## src/rtl/pipe_ctrl_pkg.sv

```systemverilog
// Shared definitions for the pipeline controller: state encoding, counter
// widths and the state-to-control decode.
package pipe_ctrl_pkg;

    localparam int STALL_CNT_W = 16;
    localparam int WAIT_CNT_W  = 8;
    localparam logic [WAIT_CNT_W-1:0] WAIT_CNT_MAX = '1;

    typedef enum logic [2:0] {
        ST_RUN     = 3'd0,
        ST_BUBBLE  = 3'd1,
        ST_FLUSH   = 3'd2,
        ST_MEMWAIT = 3'd3,
        ST_HALT    = 3'd4
    } state_e;

    // Pipeline-register controls produced by the controller, one set per state.
    typedef struct packed {
        logic fd_en;
        logic dx_en;
        logic xm_en;
        logic mw_en;
        logic fd_flush;
        logic dx_flush;
        logic xm_nop;
    } ctrl_t;

    // Moore decode: every control except the counters depends on state alone.
    function automatic ctrl_t decode_ctrl(state_e st);
        ctrl_t c;
        c = '0;
        case (st)
            ST_RUN: begin
                c.fd_en = 1'b1; c.dx_en = 1'b1; c.xm_en = 1'b1; c.mw_en = 1'b1;
            end
            ST_BUBBLE: begin
                // Hold fetch/decode, push a NOP into execute->memory.
                c.xm_en = 1'b1; c.mw_en = 1'b1; c.xm_nop = 1'b1;
            end
            ST_FLUSH: begin
                c.fd_en = 1'b1; c.dx_en = 1'b1; c.xm_en = 1'b1; c.mw_en = 1'b1;
                c.fd_flush = 1'b1; c.dx_flush = 1'b1;
            end
            default: c = '0;  // MEMWAIT and HALT freeze the whole pipe
        endcase
        return c;
    endfunction

endpackage

```

## src/rtl/pipe_ctrl_if.sv

```systemverilog
// Signal bundle between the pipeline datapath/hazard logic and pipe_ctrl.
//
// Handshake: dmem_req_i marks a memory-stage data access issued this cycle;
// dmem_ack_i completes the outstanding access. An access acked in the same
// cycle it is requested costs nothing; otherwise the pipe freezes until the
// cycle after the ack is seen. All other inputs are single-cycle level
// requests sampled on the rising clock edge.
interface pipe_ctrl_if;
    import pipe_ctrl_pkg::*;

    logic bubble_i;
    logic branch_taken_i;
    logic dmem_req_i;
    logic dmem_ack_i;
    logic halt_i;

    logic fd_en;
    logic dx_en;
    logic xm_en;
    logic mw_en;
    logic fd_flush;
    logic dx_flush;
    logic xm_nop;
    logic [2:0]             state_o;
    logic [STALL_CNT_W-1:0] stall_cnt_o;
    logic [WAIT_CNT_W-1:0]  wait_cnt_o;

    modport master (
        output bubble_i, branch_taken_i, dmem_req_i, dmem_ack_i, halt_i,
        input  fd_en, dx_en, xm_en, mw_en, fd_flush, dx_flush, xm_nop,
        input  state_o, stall_cnt_o, wait_cnt_o
    );

    modport slave (
        input  bubble_i, branch_taken_i, dmem_req_i, dmem_ack_i, halt_i,
        output fd_en, dx_en, xm_en, mw_en, fd_flush, dx_flush, xm_nop,
        output state_o, stall_cnt_o, wait_cnt_o
    );

endinterface

```

## src/rtl/pipe_ctrl.sv

```systemverilog
// Five-stage pipeline controller: stalls, bubbles, flushes and memory waits,
// plus stall/wait statistics counters.
module pipe_ctrl
    import pipe_ctrl_pkg::*;
(
    input  logic       clk,
    input  logic       n_reset,
    pipe_ctrl_if.slave ctl
);

    state_e                 state_q, state_d, state_vis;
    logic                   halt_pend_q, halt_pend_d;
    logic                   enter_memwait;
    logic [STALL_CNT_W-1:0] stall_cnt_q;
    logic [WAIT_CNT_W-1:0]  wait_cnt_q;
    ctrl_t                  ctrl;

    // State register and pending-halt flag (halt seen mid-MEMWAIT, acted on at ack).
    always_ff @(posedge clk) begin
        if (!n_reset) begin
            state_q     <= ST_RUN;
            halt_pend_q <= 1'b0;
        end else begin
            state_q     <= state_d;
            halt_pend_q <= halt_pend_d;
        end
    end

    // Next-state logic; only halt_i and dmem_ack_i matter outside RUN.
    always_comb begin
        state_d       = state_q;
        halt_pend_d   = halt_pend_q;
        enter_memwait = 1'b0;
        case (state_q)
            ST_RUN: begin
                if (ctl.halt_i) begin
                    state_d = ST_HALT;
                end else if (ctl.dmem_req_i && !ctl.dmem_ack_i) begin
                    state_d       = ST_MEMWAIT;
                    halt_pend_d   = 1'b0;
                    enter_memwait = 1'b1;
                end else if (ctl.branch_taken_i) begin
                    state_d = ST_FLUSH;
                end else if (ctl.bubble_i) begin
                    state_d = ST_BUBBLE;
                end
            end
            ST_BUBBLE, ST_FLUSH: begin
                state_d = ctl.halt_i ? ST_HALT : ST_RUN;
            end
            ST_MEMWAIT: begin
                if (ctl.halt_i) halt_pend_d = 1'b1;
                if (ctl.dmem_ack_i) begin
                    state_d = (ctl.halt_i || halt_pend_q) ? ST_HALT : ST_RUN;
                end
            end
            ST_HALT: state_d = ST_HALT;
            default: state_d = ST_RUN;
        endcase
    end

    // While reset is asserted the outputs already present RUN values.
    always_comb begin
        state_vis = n_reset ? state_q : ST_RUN;
        ctrl      = decode_ctrl(state_vis);
    end

    // Stall counter: cycles with fetch held, not counting the halted state.
    always_ff @(posedge clk) begin
        if (!n_reset) begin
            stall_cnt_q <= '0;
        end else if (!ctrl.fd_en && (state_q != ST_HALT)) begin
            stall_cnt_q <= stall_cnt_q + 1'b1;
        end
    end

    // Wait counter: cleared on MEMWAIT entry, saturating count of MEMWAIT cycles.
    always_ff @(posedge clk) begin
        if (!n_reset) begin
            wait_cnt_q <= '0;
        end else if (enter_memwait) begin
            wait_cnt_q <= '0;
        end else if ((state_q == ST_MEMWAIT) && (wait_cnt_q != WAIT_CNT_MAX)) begin
            wait_cnt_q <= wait_cnt_q + 1'b1;
        end
    end

    assign ctl.fd_en       = ctrl.fd_en;
    assign ctl.dx_en       = ctrl.dx_en;
    assign ctl.xm_en       = ctrl.xm_en;
    assign ctl.mw_en       = ctrl.mw_en;
    assign ctl.fd_flush    = ctrl.fd_flush;
    assign ctl.dx_flush    = ctrl.dx_flush;
    assign ctl.xm_nop      = ctrl.xm_nop;
    assign ctl.state_o     = state_vis;
    assign ctl.stall_cnt_o = stall_cnt_q;
    assign ctl.wait_cnt_o  = wait_cnt_q;

endmodule

```

## src/flat_wrapper.sv

```systemverilog
// flat-port wrapper written by rule: the top's interface ports become plain ports
module pipe_ctrl_flat import pipe_ctrl_pkg::*;
  (clk, n_reset, ctl_bubble_i, ctl_branch_taken_i, ctl_dmem_req_i, ctl_dmem_ack_i, ctl_halt_i, ctl_fd_en, ctl_dx_en, ctl_xm_en, ctl_mw_en, ctl_fd_flush, ctl_dx_flush, ctl_xm_nop, ctl_state_o, ctl_stall_cnt_o, ctl_wait_cnt_o);
  pipe_ctrl_if ctl_i ();
  input  logic clk;
  input  logic n_reset;
  input wire logic [$bits(ctl_i.bubble_i)-1:0] ctl_bubble_i;
  input wire logic [$bits(ctl_i.branch_taken_i)-1:0] ctl_branch_taken_i;
  input wire logic [$bits(ctl_i.dmem_req_i)-1:0] ctl_dmem_req_i;
  input wire logic [$bits(ctl_i.dmem_ack_i)-1:0] ctl_dmem_ack_i;
  input wire logic [$bits(ctl_i.halt_i)-1:0] ctl_halt_i;
  output wire logic [$bits(ctl_i.fd_en)-1:0] ctl_fd_en;
  output wire logic [$bits(ctl_i.dx_en)-1:0] ctl_dx_en;
  output wire logic [$bits(ctl_i.xm_en)-1:0] ctl_xm_en;
  output wire logic [$bits(ctl_i.mw_en)-1:0] ctl_mw_en;
  output wire logic [$bits(ctl_i.fd_flush)-1:0] ctl_fd_flush;
  output wire logic [$bits(ctl_i.dx_flush)-1:0] ctl_dx_flush;
  output wire logic [$bits(ctl_i.xm_nop)-1:0] ctl_xm_nop;
  output wire logic [$bits(ctl_i.state_o)-1:0] ctl_state_o;
  output wire logic [$bits(ctl_i.stall_cnt_o)-1:0] ctl_stall_cnt_o;
  output wire logic [$bits(ctl_i.wait_cnt_o)-1:0] ctl_wait_cnt_o;
  assign ctl_i.bubble_i = ctl_bubble_i;
  assign ctl_i.branch_taken_i = ctl_branch_taken_i;
  assign ctl_i.dmem_req_i = ctl_dmem_req_i;
  assign ctl_i.dmem_ack_i = ctl_dmem_ack_i;
  assign ctl_i.halt_i = ctl_halt_i;
  assign ctl_fd_en = ctl_i.fd_en;
  assign ctl_dx_en = ctl_i.dx_en;
  assign ctl_xm_en = ctl_i.xm_en;
  assign ctl_mw_en = ctl_i.mw_en;
  assign ctl_fd_flush = ctl_i.fd_flush;
  assign ctl_dx_flush = ctl_i.dx_flush;
  assign ctl_xm_nop = ctl_i.xm_nop;
  assign ctl_state_o = ctl_i.state_o;
  assign ctl_stall_cnt_o = ctl_i.stall_cnt_o;
  assign ctl_wait_cnt_o = ctl_i.wait_cnt_o;
  pipe_ctrl u_core (.clk(clk), .n_reset(n_reset), .ctl(ctl_i));
endmodule
```

## config.mk

```make
export PLATFORM = sky130hd
export DESIGN_NAME = pipe_ctrl_flat
export DESIGN_NICKNAME = d
export VERILOG_FILES = /design/src/rtl/pipe_ctrl_pkg.sv /design/src/rtl/pipe_ctrl_if.sv /design/src/rtl/pipe_ctrl.sv /design/src/flat_wrapper.sv
export SDC_FILE = /design/constraint.sdc
export NUM_CORES = 1
export LEC_CHECK = 0
export ABC_AREA = 1
export CORE_ASPECT_RATIO = 1.4
export CORE_MARGIN = 2
export CORE_UTILIZATION = 50
export DETAILED_ROUTE_END_ITERATION = 10
export PLACE_DENSITY = 0.81
export SYNTH_ARGS = -nofsm -noshare
export SYNTH_HDL_FRONTEND = slang
export SYNTH_SLANG_ARGS = --single-unit
```

## constraint.sdc

```tcl
create_clock -name clk -period 3.45 [get_ports clk]
set_clock_uncertainty 0.2 [all_clocks]
set_input_delay 0.8625 -clock clk [delete_from_list [all_inputs] [get_ports clk]]
set_output_delay 0.8625 -clock clk [all_outputs]
set_load 0.005 [all_outputs]
```

# Word level (Yosys, flattened, before mapping)
# Cells that the tools add are included.
# Widths: inputs -> output; s select.
# classes
addsub	2
eq_ne	13
mux	20
bitwise_logic	1
n_reduce_logical	15
# ops
cell	n
$mux 3	8
$add 16x1->16 const B	1
$pmux 3 s4	1
$eq 3x2->1 const B	3
$add 8x1->8 const B	1
$ne 8x8->1 const B	1
$mux 1	7
$eq 3x1->1 const B	2
$logic_not 3->1	2
$mux 2	3
$ne 2x2->1 const B	3
$reduce_or 2->1	3
$ne 5x4->1 const B	1
$reduce_and 4->1	1
$eq 3x3->1 const B	1
$logic_and 1x1->1	3
$ne 3x3->1 const B	1
$reduce_or 3->1	1
$logic_not 1->1	2
$ne 2x1->1 const B	1
$pmux 1 s2	1
$reduce_and 2->1	1
$reduce_bool 2->1	1
$logic_or 1x1->1	1
$not 1->1	1
# word_totals
ff_bits	28
input_bits	7
out_inout_bits	34

# Longest topological paths before layout
# logic_depth
word_depth	6
ltp_mapped	9
mapped_depth_nobuf	9

# Worst setup path before layout
# Ideal clock, no wire load.
# synth_timing
path_kind	input-to-output
startpoint	input port n_reset
endpoint	output port ctl_fd_flush
t_arrival_ns	1.570
required_ns	2.388
setup_slack_ns	0.818
cell_stages	4
path_buffers	2
path_cell_list	clkbuf_1 nand2_1 nor3_1 buf_4
# synth_between
elab_chain_len	3
# synth_lines
element	line	source
start: declaration	flat_wrapper.sv:6	input logic n_reset;
$mux 3	pipe_ctrl.sv:64	state_vis = n_reset ? state_q : ST_RUN;
$eq 3x2->1	pipe_ctrl_pkg.sv:32	case (st)
$mux 2	pipe_ctrl_pkg.sv:32	
end: declaration	flat_wrapper.sv:16	output wire logic [$bits(ctl_i.fd_flush)-1:0] ctl_fd_flush;
# Every way passes these cells.

# Worst setup path after layout
# layout_timing
startpoint	input port n_reset
endpoint	output port ctl_state_o[2]
# layout_between
elab_chain_len	1
# layout_lines
element	line	source
$mux 3	pipe_ctrl.sv:64	
end: declaration	flat_wrapper.sv:19	output wire logic [$bits(ctl_i.state_o)-1:0] ctl_state_o;
# Every way passes these cells.

==> results.py <==
metrics = {
    "clocking": {
        "cts_tree": "done",
        "hold_buffers": 0,
        "cts_setup_buffers": 0,
        "clkSinkCount": 28,
        "cts_made_buffers": 3,
        "clock-root-buffer": "clkbuf_8",
        "clk_latency_ns": 0.27,
        "ctsResizeCount": 0,
        "clk_pin_slew_worst_paths_ns": 0.09,
        "htree_levels": 1,
        "clock_path_buffers": 2,
    },
    "logic_synthesis": {
        "synth-compound-area-share_pct": 10.4,
        "synthFlopType": "dfxtp_1",
        "synthAdderAreaFrac_pct": 1.56,
        "yosys_warnings": 0,
        "netlist_instances": 243,
        "post-synth-top-count-cell": "nand2_1",
        "synth_top_area_share_pct": 34.9,
        "yosys-top-cells-area": "dfxtp_1 (35%), nand2_1 (13%), nor2_1 (9.8%)",
        "synth_fp_nets": 252,
        "synth_top_area_cell": "dfxtp_1",
        "synth_seq_cells": 28,
        "synth.avg_cell_area_um2": 6.61,
        "syn_area_mm2": 0.00161,
        "async_flop_share_pct": 0,
        "synth_cell_types": 29,
        "synth_xor_area_share_pct": 1.09,
        "synth_edf_count": 0,
        "synth_top_family_by_area": "simple AND/OR/NAND/NOR gates",
        "synth_common_cells": "nand2_1 (57), nor2_1 (42), inv_1 (30), dfxtp_1 (28), a21oi_1 (18)",
        "synth.area.mux_share_pct": 0,
        "synth-simple-area-share_pct": 41.5,
        "ys_seq_area_share_pct": 34.9,
    },
    "sta": {
        "period_share_pct": 97.4,
        "slew_headroom_pct": 76.5,
        "tightest_slew_ns": 0.352,
        "max_freq_mhz": 298,
        "hold_violations": 0,
        "fin_setup_tns_ns": 0,
        "rsz0062_at_grt": "no",
        "setup_viol": 0,
        "final.min_clock_period_ns": 3.36,
        "drv_slew": 0,
        "finalWorstSetupSlack_ns": 0.0905,
    },
    "critical_path": {
        "cp.arrival_ns": 2.30,
        "startpoint_type": "input port",
        "critical_path_class": "in2out",
        "rrSetupSlack_ns": 1.70,
        "cp-end-kind": "output port",
        "required_ns": 2.39,
        "cp_max_fo": 10,
    },
    "floorplanning": {
        "core.rowCount": 24,
        "core_mm2": 0.00309,
        "die_w_um": 51.9,
        "die_area_mm2": 0.00369,
        "die-height_um": 71.0,
        "start_util_pct": 51.9,
        "io_pins": 41,
    },
    "pwr": {
        "power.density_mw_per_mm2": 297,
        "p_leak_nw": 0.794,
        "ir_drop_v": 0.000255,
    },
    "place": {
        "hpwlAfterDp_um": 3000,
        "place_congestion": 0.835,
        "dp_cells": 319,
        "preCtsSetupSlack_ns": 0.0945,
        "port_buffers": 40,
    },
    "run_status": {
        "status": "finished clean",
    },
    "job": {
        "drv_cap": 0,
    },
    "layout": {
        "n_fill_cell": 286,
        "instances_no_fill": 323,
        "antenna_cells": 0,
        "drive_above_1_share_pct": 9.15,
        "syn2layout_area_growth_pct": 30.2,
        "final_net_count": 294,
    },
    "global_routing": {
        "grt_pass1_wl_um": 6480,
        "grt_overflow_total": 0,
        "antenna_found_initial": 0,
        "grt_use_total_pct": 22.4,
        "grt_pass1_vias": 1559,
        "grt_max_degree": 16,
    },
    "drt": {
        "antenna_left": 0,
        "first_iter_violations": 31,
        "routed_wirelength_um": 3740,
        "drcViolationCount": 0,
        "first_pass_iters": 4,
        "wl_per_cell_um": 11.6,
        "viasPerCell": 5.06,
        "vias": 1635,
    },
    "hold_path": {
        "min_path_type": "reg2reg",
    },
}
-- metal layers --
metal | global-route usage [%] | vias to the layer above | part of all wire (%)
li1 | - | 849 | -
met1 | 23.9 | 736 | 40
met2 | 42.3 | 44 | 54
met3 | 3.80 | 6 | 4.2
met4 | 7.60 | 0 | 1.7
met5 | 0 | - | 0
-- final timing paths --
kind	from	end	cells past startpoint
setup / recovery	n_reset	ctl_state_o[2]	5
hold / removal	u_core.halt_pend_q	u_core.halt_pend_q	2
setup reg to reg	u_core.state_q[2]	u_core.ctl.stall_cnt_o[15]	8
hold reg to reg	u_core.halt_pend_q	u_core.halt_pend_q	2
-- through the flow --
stage | cell area [um2] | hold WS, ns | utilization (%) | power (mW)
6_report | 2090 | 0.294 | 67.6 | 0.621
5_1_grt | 2090 | 0.344 | 67.6 | 0.645
4_1_cts | 2090 | 0.296 | 67.6 | 0.626
3_5_place_dp | 2040 | 0.281 | 65.8 | 0.424
3_3_place_gp | 2040 | 0.265 | 65.8 | 0.423
2_1_floorplan | 1610 | 0.250 | - | 0.391
-- state kept, by name, indices dropped and copies added (netlist names) --
register,cells
u_core.state_q,3
u_core.halt_pend_q,1
u_core.ctl.wait_cnt_o,8
u_core.ctl.stall_cnt_o,16
-- power by group --
group | switching, mW | leakage (nW) | internal, mW
Sequential | 0.00880 | 0.226 | 0.328
Combinational | 0.0428 | 0.539 | 0.0366
Clock | 0.102 | 0.0288 | 0.102
-- cells in the final DEF (no fill, tap or decap), types with 6 or more instances in the layout --
cell type        synthesis  final
nand2_1                 57     57
a21oi_1                 18     18
nand3_1                 13     13
dfxtp_1                 28     28
nor2_1                  42     42
nor3_1                   6      6
clkdlybuf4s50_1          0     40
o21ai_0                  9      9
inv_1                   30     30
-- cell type report --
| cell class | instances | area (um2) | share of cell area, % |
|---|---|---|---|
| clock buffer | 4 | 55.1 | 2.63 |
| inverter | 32 | 120 | 5.75 |
| multi-input combinational | 176 | 876 | 41.9 |
| sequential | 28 | 561 | 26.8 |
| tap | 39 | 48.8 | 2.33 |
| timing repair buffer | 44 | 430 | 20.6 |
-- cell families (layout without fill, tap and decap cells) --
group,count (synthesis),after routing
and+or+nand+nor,140,140
buffers and inverters,39,80
xor gates and xnor gates,2,2
AOI/OAI and AO/OA,32,32
adders and majority gates,2,2
DFF,28,28
-- worst max-delay path, stage by stage --
cell	delay, ns
clkdlybuf4s50_1	0.59
buf_4	0.21
nand2_1	0.07
inv_1	0.07
clkdlybuf4s50_1	0.50
Power figures use the tool's default switching activity.
